`config.mk`:
```
export PLATFORM = sky130hd
export DESIGN_NAME = video_capture
export DESIGN_NICKNAME = d
export VERILOG_FILES = /design/src/rtl/video_capture_pkg.sv /design/src/rtl/video_capture_sync_edge.sv /design/src/rtl/video_capture.sv
export SDC_FILE = /design/constraint.sdc
export NUM_CORES = 1
export LEC_CHECK = 0
export ABC_CLOCK_PERIOD_IN_PS = 3100
export BUFFER_PORTS_ARGS = -buffer_cell sky130_fd_sc_hd__buf_4
export CAP_MARGIN = 20
export CORE_MARGIN = 2
export CORE_UTILIZATION = 35
export CTS_CLUSTER_SIZE = 16
export DETAILED_ROUTE_END_ITERATION = 8
export HOLD_SLACK_MARGIN = 0.1
export SLEW_MARGIN = 20
export SYNTH_ARGS = -nofsm -noshare
export SYNTH_HDL_FRONTEND = slang
export SYNTH_SLANG_ARGS = --single-unit
```
`constraint.sdc`:
```
create_clock -name clk_48 -period 3.1 [get_ports clk_48]
set_clock_uncertainty 0.1 [all_clocks]
set_input_delay 0 -clock clk_48 [delete_from_list [all_inputs] [get_ports clk_48]]
set_output_delay 0 -clock clk_48 [all_outputs]
set_load 0.03 [all_outputs]
```
`src/rtl/video_capture_pkg.sv`:
```
// Shared types and constants for the video capture block.
package video_capture_pkg;

    localparam int FRAME_W_BITS = 11;
    localparam int FRAME_H_BITS = 10;

    // Counter ceilings: x and y stick here instead of wrapping.
    localparam logic [FRAME_W_BITS-1:0] X_SAT = '1;
    localparam logic [FRAME_H_BITS-1:0] Y_SAT = '1;

    typedef struct packed {
        logic [5:0] r;
        logic [5:0] g;
        logic [5:0] b;
    } rgb18_t;

    typedef enum logic {
        SYNC_WAIT = 1'b0,
        CAPTURE   = 1'b1
    } cap_state_t;

endpackage

```
`src/rtl/video_capture_sync_edge.sv`:
```
// Edge detector for one video timing signal, advanced only on pixel ticks.
// POL is the level treated as "active"; lead fires on inactive->active,
// trail on active->inactive. No edge is reported until one sample has been
// taken after reset, so a signal already active at reset release is not
// mistaken for a fresh edge.
module sync_edge #(
    parameter logic POL = 1'b0
) (
    input  logic clk_48,
    input  logic reset,
    input  logic ce_pix,
    input  logic sig,
    output logic lead,
    output logic trail
);

    logic prev_d, prev_q;
    logic primed_d, primed_q;

    // Remember the previous sampled level on each pixel tick.
    always_comb begin
        prev_d   = prev_q;
        primed_d = primed_q;
        if (ce_pix) begin
            prev_d   = sig;
            primed_d = 1'b1;
        end
    end

    // Sample history register with active-low synchronous reset.
    always_ff @(posedge clk_48) begin
        if (!reset) begin
            prev_q   <= ~POL;
            primed_q <= 1'b0;
        end else begin
            prev_q   <= prev_d;
            primed_q <= primed_d;
        end
    end

    assign lead  = ce_pix & primed_q & (sig == POL) & (prev_q != POL);
    assign trail = ce_pix & primed_q & (sig != POL) & (prev_q == POL);

endmodule

```
`src/rtl/video_capture.sv`:
```
// Captures active video into a linear framebuffer and measures frame size.
// Lines are delimited by display_enable falling edges (not hsync), frames by
// vsync leading edges. Writes and frame_done are registered, one cycle after
// the sampling pixel tick.
module video_capture
    import video_capture_pkg::*;
#(
    parameter int   MAX_W    = 1024,
    parameter int   MAX_H    = 512,
    parameter int   ADDR_W   = 19,
    parameter logic SYNC_POL = 1'b0
) (
    input  logic                    clk_48,
    input  logic                    reset,
    input  logic                    ce_pix,
    input  logic                    hsync,
    input  logic                    vsync,
    input  logic                    display_enable,
    input  logic [5:0]              r,
    input  logic [5:0]              g,
    input  logic [5:0]              b,
    output logic                    fb_we,
    output logic [ADDR_W-1:0]       fb_addr,
    output logic [17:0]             fb_data,
    output logic                    frame_done,
    output logic [FRAME_W_BITS-1:0] frame_w,
    output logic [FRAME_H_BITS-1:0] frame_h,
    output logic [15:0]             frame_count,
    output logic                    overflow
);

    localparam int XW = $clog2(MAX_W);
    localparam int YW = $clog2(MAX_H);
    localparam logic [FRAME_W_BITS-1:0] X_LIMIT = FRAME_W_BITS'(MAX_W);
    localparam logic [FRAME_H_BITS-1:0] Y_LIMIT = FRAME_H_BITS'(MAX_H);

    logic hs_lead, hs_trail, vs_lead, vs_trail, de_lead, de_fall;

    sync_edge #(.POL(SYNC_POL)) u_hs_edge (
        .clk_48 (clk_48), .reset (reset), .ce_pix (ce_pix),
        .sig    (hsync),  .lead  (hs_lead), .trail (hs_trail)
    );

    sync_edge #(.POL(SYNC_POL)) u_vs_edge (
        .clk_48 (clk_48), .reset (reset), .ce_pix (ce_pix),
        .sig    (vsync),  .lead  (vs_lead), .trail (vs_trail)
    );

    sync_edge #(.POL(1'b1)) u_de_edge (
        .clk_48 (clk_48), .reset (reset), .ce_pix (ce_pix),
        .sig    (display_enable), .lead (de_lead), .trail (de_fall)
    );

    // hsync is tracked but deliberately never advances y: some cores raise
    // hsync before blanking, so line boundaries come from display_enable.
    logic unused_edges;
    assign unused_edges = hs_lead | hs_trail | vs_trail | de_lead;

    cap_state_t              state_d, state_q;
    logic [FRAME_W_BITS-1:0] x_d, x_q;
    logic [FRAME_H_BITS-1:0] y_d, y_q;
    logic [FRAME_W_BITS-1:0] line_max_d, line_max_q;
    logic                    fb_we_d, fb_we_q;
    logic [ADDR_W-1:0]       fb_addr_d, fb_addr_q;
    rgb18_t                  fb_data_d, fb_data_q;
    logic                    frame_done_d, frame_done_q;
    logic [FRAME_W_BITS-1:0] frame_w_d, frame_w_q;
    logic [FRAME_H_BITS-1:0] frame_h_d, frame_h_q;
    logic [15:0]             frame_count_d, frame_count_q;
    logic                    overflow_d, overflow_q;

    // Line/frame bookkeeping after a possible line close on this tick, so a
    // frame closed on the same tick includes that line.
    logic [FRAME_H_BITS-1:0] y_close;
    logic [FRAME_W_BITS-1:0] max_close;

    // Next-state: pixel write, line close, then frame close, in that order.
    always_comb begin
        state_d       = state_q;
        x_d           = x_q;
        y_d           = y_q;
        line_max_d    = line_max_q;
        fb_we_d       = 1'b0;
        fb_addr_d     = fb_addr_q;
        fb_data_d     = fb_data_q;
        frame_done_d  = 1'b0;
        frame_w_d     = frame_w_q;
        frame_h_d     = frame_h_q;
        frame_count_d = frame_count_q;
        overflow_d    = overflow_q;
        y_close       = y_q;
        max_close     = line_max_q;

        if (ce_pix) begin
            unique case (state_q)
                SYNC_WAIT: begin
                    if (vs_lead) begin
                        state_d    = CAPTURE;
                        x_d        = '0;
                        y_d        = '0;
                        line_max_d = '0;
                    end
                end
                CAPTURE: begin
                    if (display_enable) begin
                        if ((x_q < X_LIMIT) && (y_q < Y_LIMIT)) begin
                            fb_we_d   = 1'b1;
                            fb_addr_d = ADDR_W'({y_q[YW-1:0], x_q[XW-1:0]});
                            fb_data_d = '{r: r, g: g, b: b};
                        end else begin
                            overflow_d = 1'b1;
                        end
                        x_d = (x_q == X_SAT) ? x_q : x_q + 1'b1;
                    end

                    // A line only counts if some active pixel preceded it.
                    if (de_fall) begin
                        x_d = '0;
                        if (x_q != '0) begin
                            y_close = (y_q == Y_SAT) ? y_q : y_q + 1'b1;
                            if (x_q > line_max_q) begin
                                max_close = x_q;
                            end
                        end
                    end
                    y_d        = y_close;
                    line_max_d = max_close;

                    if (vs_lead) begin
                        frame_w_d     = max_close;
                        frame_h_d     = y_close;
                        frame_done_d  = 1'b1;
                        frame_count_d = frame_count_q + 16'd1;
                        x_d           = '0;
                        y_d           = '0;
                        line_max_d    = '0;
                    end
                end
                default: state_d = SYNC_WAIT;
            endcase
        end
    end

    // State and output registers with active-low synchronous reset.
    always_ff @(posedge clk_48) begin
        if (!reset) begin
            state_q       <= SYNC_WAIT;
            x_q           <= '0;
            y_q           <= '0;
            line_max_q    <= '0;
            fb_we_q       <= 1'b0;
            fb_addr_q     <= '0;
            fb_data_q     <= '0;
            frame_done_q  <= 1'b0;
            frame_w_q     <= '0;
            frame_h_q     <= '0;
            frame_count_q <= '0;
            overflow_q    <= 1'b0;
        end else begin
            state_q       <= state_d;
            x_q           <= x_d;
            y_q           <= y_d;
            line_max_q    <= line_max_d;
            fb_we_q       <= fb_we_d;
            fb_addr_q     <= fb_addr_d;
            fb_data_q     <= fb_data_d;
            frame_done_q  <= frame_done_d;
            frame_w_q     <= frame_w_d;
            frame_h_q     <= frame_h_d;
            frame_count_q <= frame_count_d;
            overflow_q    <= overflow_d;
        end
    end

    assign fb_we       = fb_we_q;
    assign fb_addr     = fb_addr_q;
    assign fb_data     = fb_data_q;
    assign frame_done  = frame_done_q;
    assign frame_w     = frame_w_q;
    assign frame_h     = frame_h_q;
    assign frame_count = frame_count_q;
    assign overflow    = overflow_q;

endmodule

```
==> results of run 1 <==
-- state kept, by name, indices dropped and copies added, names as in the netlist --
register and count:
fb_addr 19, fb_data 18, fb_we 1, frame_count 16
frame_done 1, frame_h 10, frame_w 11, line_max_q 11
overflow 1, state_q 1, u_de_edge.prev_q 1, u_de_edge.primed_q 1
u_vs_edge.prev_q 1, x_q 11, y_q 10
-- synthesized netlist by cell type (all sizes together), types with 2 or more instances --
| library cell | count | area [µm²] |
|---|---|---|
| nand2 | 114 | 435 |
| nand3 | 19 | 95.1 |
| xnor2 | 14 | 123 |
| nand2b | 2 | 12.5 |
| inv | 16 | 60.1 |
| nor3 | 11 | 60.1 |
| xor2 | 15 | 131 |
| a31oi | 15 | 124 |
| clkbuf | 26 | 97.6 |
| nor2 | 27 | 101 |
| buf | 11 | 61.3 |
| and4b | 2 | 21.3 |
| ha | 15 | 188 |
| and2 | 20 | 128 |
| nor2b | 2 | 12.5 |
| nor4 | 2 | 18.8 |
| nand4b | 3 | 26.3 |
| mux2i | 6 | 60.1 |
| a22o | 10 | 87.6 |
| a21oi | 23 | 115 |
| o21ai | 45 | 225 |
| dfxtp | 113 | 2260 |
| or2 | 2 | 12.5 |
| nand4 | 11 | 68.8 |
| and3 | 9 | 56.3 |
| a21boi | 42 | 315 |
| a21o | 3 | 22.5 |
| o21a | 6 | 45.0 |
| or3 | 4 | 25.0 |
-- final cells by class --
class | instances | area [µm²]
Clock buffer | 23 | 498
Clock inverter | 9 | 151
Fill cell | 1393 | 7410
Inverter | 16 | 60.1
Multi-Input combinational cell | 434 | 2630
Sequential cell | 113 | 2260
Tap cell | 184 | 230
Timing Repair Buffer | 141 | 1130
-- logic make-up (layout without fill, tap and decap cells) --
| kind of cell | Yosys count | after routing | synth area share, % |
|---|---|---|---|
| AOI/OAI and AO/OA | 150 | 150 | 19.5 |
| buffers and inverters | 53 | 189 | 4.29 |
| adders and majority gates | 15 | 15 | 3.68 |
| and+or+nand+nor | 234 | 234 | 22.0 |
| xor gates and xnor gates | 29 | 29 | 4.98 |
| muxes | 6 | 6 | 1.18 |
| DFF | 113 | 113 | 44.3 |
-- layout by cell type (no fill, tap or decap), types with 10 or more instances in the layout --
cell           synthesis  final
dlygate4sd3_1          0     27
and2_1                19     19
o21ai_0               43     43
a21boi_0              39     39
nor2_1                27     27
buf_4                  1    114
dfxtp_1              113    113
inv_1                 16     16
a22o_1                10     10
clkbuf_16              0     17
nand4_1               11     11
a21oi_1               23     23
nand3_1               19     19
xor2_1                15     15
nand2_1              113    113
ha_1                  15     15
a31oi_1               13     13
xnor2_1               14     14
-- per-layer routing --
metal  wire [µm]  track usage, %  up-vias
li1            -               -     2333
met1        5820            20.4     2223
met2        6920            31.5      106
met3         478            4.73       29
met4         436            8.33        0
met5           0               0        -
-- repair_timing --
item,CTS,global route
hold endpoints to repair,66,0
resized for setup,0,0
hold buffers,27,0
-- final timing paths --
path / end / depth (start not counted) / startpoint / slack (ns)
worst min-delay path: fb_data[14]$_SDFFE_PN0P_ / 4 / r[2] / 0.32
worst max register to register: fb_data[16]$_SDFFE_PN0P_ / 7 / state_q$_SDFFE_PN0P_ / 0.45
worst max-delay path: fb_data[16]$_SDFFE_PN0P_ / 7 / state_q$_SDFFE_PN0P_ / 0.45
worst min register to register: fb_addr[2]$_SDFFE_PN0P_ / 2 / fb_addr[2]$_SDFFE_PN0P_ / 0.35
-- worst max-delay path, cell delays in order, from the launching register on --
cell and delay (ns):
dfxtp_1 0.52, and2_1 0.31, nand2_1 0.12, nor3_2 0.48, buf_4 0.29, nand2_1 0.07
a21boi_0 0.14, dlygate4sd3_1 0.56
-- through the flow --
stage	cells	worst slack [ns]	instance area [µm²]
finish	920	0.452	6960
global route	920	0.231	6960
CTS	920	0.433	6960
detailed placement	861	0.687	6040
global placement	861	0.756	6040
floorplan	600	0.955	5100
-- report_power, final --
part | leakage [nW] | internal [W] | switching (W) | total [W]
clock network | 0.319 | 0.00145 | 0.000661 | 0.00211
registers | 0.911 | 0.00146 | 0.00000543 | 0.00147
logic | 1.60 | 0.0000657 | 0.0000660 | 0.000132
==> results.json, run 1 <==
{
  "cts_buffers": 17,
  "dieArea_um2": 15600,
  "crit_arrival_ns": 2.90,
  "cp_data_required_time_ns": 3.35,
  "critPathMaxFanout": 11,
  "min_period_over_period_pct": 85.4,
  "finalPower_w": 0.00371,
  "wirelength_um": 13700,
  "p_leak_nw": 2.83,
  "drv_cap": 0,
  "setup_violations": 0,
  "rsz0062_at_grt": "no",
  "synth_top_flop_cell": "dfxtp_1",
  "synth_edf_count": 0,
  "ys_warn_count": 0,
  "nets": 762,
  "yosys.cell_types.count": 52,
  "synthesis.nets": 639,
  "antennaDiodeCount": 0,
  "status": "finished clean",
  "grt_max_degree": 56,
  "async_flop_share_pct": 0,
  "drive_above_1_share_pct": 21.2,
  "slew_headroom_pct": 58.9,
  "post-route-util_pct": 48.4,
  "synthCells": 600,
  "fmax_ghz": 0.378,
  "ir_drop_uv": 418,
  "critical_path_class": "reg2reg",
  "hpwl_um": 9420,
  "slew_viol_final": 0,
  "die-width_um": 125,
  "min_path_type": "in2reg",
  "period_needed_ns": 2.65,
  "wl_per_cell_um": 14.8,
  "first_pass_iters": 4,
  "whs_ns": 0.318,
  "grt_use_total_pct": 18.0,
  "place_congestion": 0.875,
  "final.setup.tns_ns": 0,
  "ctsHtreeMaxLevel": 4,
  "powerDensity_nw_per_um2": 533,
  "port_buffers": 99,
  "drc_errors": 0,
  "hold_viol_final": 0,
  "clk_latency_ns": 0.41,
  "start_util_pct": 35.5,
  "synth-seq-cells": 113,
  "vias": 4691,
  "clk_pin_slew_worst_paths_ns": 0.05,
  "cts-root-buf": "clkbuf_16",
  "core-area_um2": 14400,
  "io_pins": 101,
  "synth_area_per_cell_um2": 8.51,
  "ant_nets": 0,
  "vias_per_cell": 5.10,
  "worst_pin_slew_ns": 0.613,
  "post_cts_buffers": 0,
  "end_kind": "register",
  "clock_sinks": 113,
  "syn_area_um2": 5100,
  "synthToLayoutAreaGrowth_pct": 36.3,
  "grt_pass1_wl_um": 22800,
  "grt_pass1_vias": 4741,
  "cts_tree": "built",
  "antenna_found_initial": 0,
  "globalRoute.totalOverflow": 0,
  "ys_seq_area_share_pct": 44.3,
  "die_h_um": 125,
  "critPathLaunchType": "register",
  "rows": 44,
  "drt_iter0_markers": 207,
  "clockBufferDepth": 2
}
Note: power is estimated with default switching activity, not from simulation.
==> run 2, diff against run 1 <==
- ABC_CLOCK_PERIOD_IN_PS: 3100 -> 3380
- clock period: 3.1 -> 3.38 ns (I/O delays scaled with it)
==> results.json, run 2 (synthesis gave the netlist of run 1 again) <==
{
  "crit_start": "x_q[6]$_SDFFE_PN0P_",
  "place_congestion": 0.883,
  "globalRoute.totalOverflow": 0,
  "cp_data_required_time_ns": 3.63,
  "crit_arrival_ns": 2.91,
  "reg2reg_slack_ns": 0.73,
  "ctsHtreeMaxLevel": 4,
  "rows": 44,
  "critical_path_class": "reg2reg",
  "grt_pass1_wl_um": 22400,
  "critPathCapture": "line_max_q[6]$_SDFFE_PN0P_",
  "cts-root-buf": "clkbuf_16",
  "ir_drop_uv": 339,
  "drc_errors": 0,
  "core-area_um2": 14400,
  "drive_above_1_share_pct": 20.0,
  "port_buffers": 99,
  "io_pins": 101,
  "power.net_switching_w": 0.000639,
  "powerDensity_nw_per_um2": 469,
  "status": "finished clean",
  "hold_viol_final": 0,
  "clock_sinks": 113,
  "p_leak_nw": 2.76,
  "start_util_pct": 35.5,
  "fmax_ghz": 0.377,
  "worst_slack_ns": 0.726,
  "vias_per_cell": 5.03,
  "worst_pin_slew_ns": 0.661,
  "largest_register_ffs": 19,
  "r2r_start": "x_q[6]$_SDFFE_PN0P_",
  "cts_resized": 0,
  "slew_viol_final": 0,
  "vias": 4592,
  "switching_share_pct": 19.9,
  "drt_iter0_markers": 215,
  "wl_per_cell_um": 14.6,
  "reg2reg_to": "line_max_q[6]$_SDFFE_PN0P_",
  "rr_worst_depth": 7,
  "antenna_found_initial": 0,
  "clk_latency_ns": 0.41,
  "ant_nets": 0,
  "min_period_over_period_pct": 78.5,
  "cts_tree": "built",
  "layout_common_cells": "nand2_1 (113), dfxtp_1 (113), buf_4 (108)",
  "wirelength_um": 13300,
  "end_kind": "register",
  "dp_slack_ns": 0.747,
  "synthToLayoutAreaGrowth_pct": 34.1,
  "clkPwrFrac_pct": 54.3,
  "min_path_type": "in2reg",
  "critPathMaxFanout": 12,
  "min_from": "b[4]",
  "cts_buffers": 17,
  "dieArea_um2": 15600,
  "grt_max_degree": 72,
  "post_cts_buffers": 0,
  "die-width_um": 125,
  "p_int_w": 0.00257,
  "clk_pin_slew_worst_paths_ns": 0.05,
  "critPathLaunchType": "register",
  "power.share.sequential_pct": 41.9,
  "drv_cap": 0,
  "first_pass_iters": 4,
  "die_h_um": 125,
  "rsz0062_at_grt": "no",
  "antennaDiodeCount": 0,
  "hpwl_um": 9070,
  "clockBufferDepth": 2,
  "grt_use_total_pct": 17.7,
  "setup_violations": 0,
  "final.setup.tns_ns": 0,
  "grt_pass1_vias": 4478,
  "combPwrFrac_pct": 3.8,
  "period_needed_ns": 2.65,
  "slew_headroom_pct": 55.7,
  "nets": 756
}
==> run 2: changes by cell type in the layout (fill, tap and decap cells not counted), sizes merged <==
cell	before	now
buf	114	108
clkbuf	23	26
bufinv	4	2
clkinv	4	3
clkinvlp	1	0
==> run 2: stage by stage <==
step	total power, W	hold WS, ns	utilization [%]	std cells	cell area [µm²]
2_1_floorplan	0.00143	0.0284	-	600	5100
3_3_place_gp	0.00147	0.149	41.7	855	5990
3_5_place_dp	0.00147	0.151	41.7	855	5990
4_1_cts	0.00324	0.290	47.6	913	6850
5_1_grt	0.00331	0.318	47.6	913	6850
6_report	0.00321	0.309	47.6	913	6850
==> run 2: worst max-delay path, stage by stage, from the launching register on <==
cell     delay, ns
dfxtp_1       0.39
ha_1          0.34
nand2_1       0.08
o21ai_0       0.13
or3b_1        0.36
and2_1        0.32
nor3_2        0.63
a22o_1        0.24
==> run 2: final cells by class <==
| type | count | area [µm²] |
|---|---|---|
| clock buffers | 26 | 509 |
| clock inverters | 5 | 75.1 |
| fillers | 1363 | 7520 |
| inverters | 16 | 60.1 |
| multi-input cells | 434 | 2630 |
| flip-flops and latches | 113 | 2260 |
| well taps | 184 | 230 |
| repair buffers | 135 | 1080 |
==> run 2: worst min path at each step <==
stage	end	cells past startpoint
floorplan	u_vs_edge.prev_q$_SDFFE_PN1P_	2
global placement	u_vs_edge.prev_q$_SDFFE_PN1P_	3
detailed placement	u_vs_edge.prev_q$_SDFFE_PN1P_	3
CTS	fb_data[1]$_SDFFE_PN0P_	4
global route	fb_data[4]$_SDFFE_PN0P_	4
finish	fb_data[4]$_SDFFE_PN0P_	4
==> run 2: metal layers <==
metal  GRT usage (%)  share of wire [%]  up-vias
li1                -                  -     2303
met1            20.6                 43     2176
met2            31.0                 50       92
met3            4.30                4.1       21
met4            7.40                2.1        0
met5               0                  0        -
==> run 2: timing repair <==
action                                 4_1_cts  5_1_grt
endpoints found under the hold margin       56        0
hold buffers                                27        0
setup endpoints to repair                    0        0
==> run 2: power by group through the flow <==
stage                     combinational (W)  clock (W)  sequential [W]
after floorplan                   0.0000492          0         0.00138
after global placement            0.0000929          0         0.00137
after detailed placement          0.0000948          0         0.00137
after CTS                          0.000121    0.00178         0.00135
after global routing               0.000133    0.00184         0.00135
final                              0.000122    0.00175         0.00135
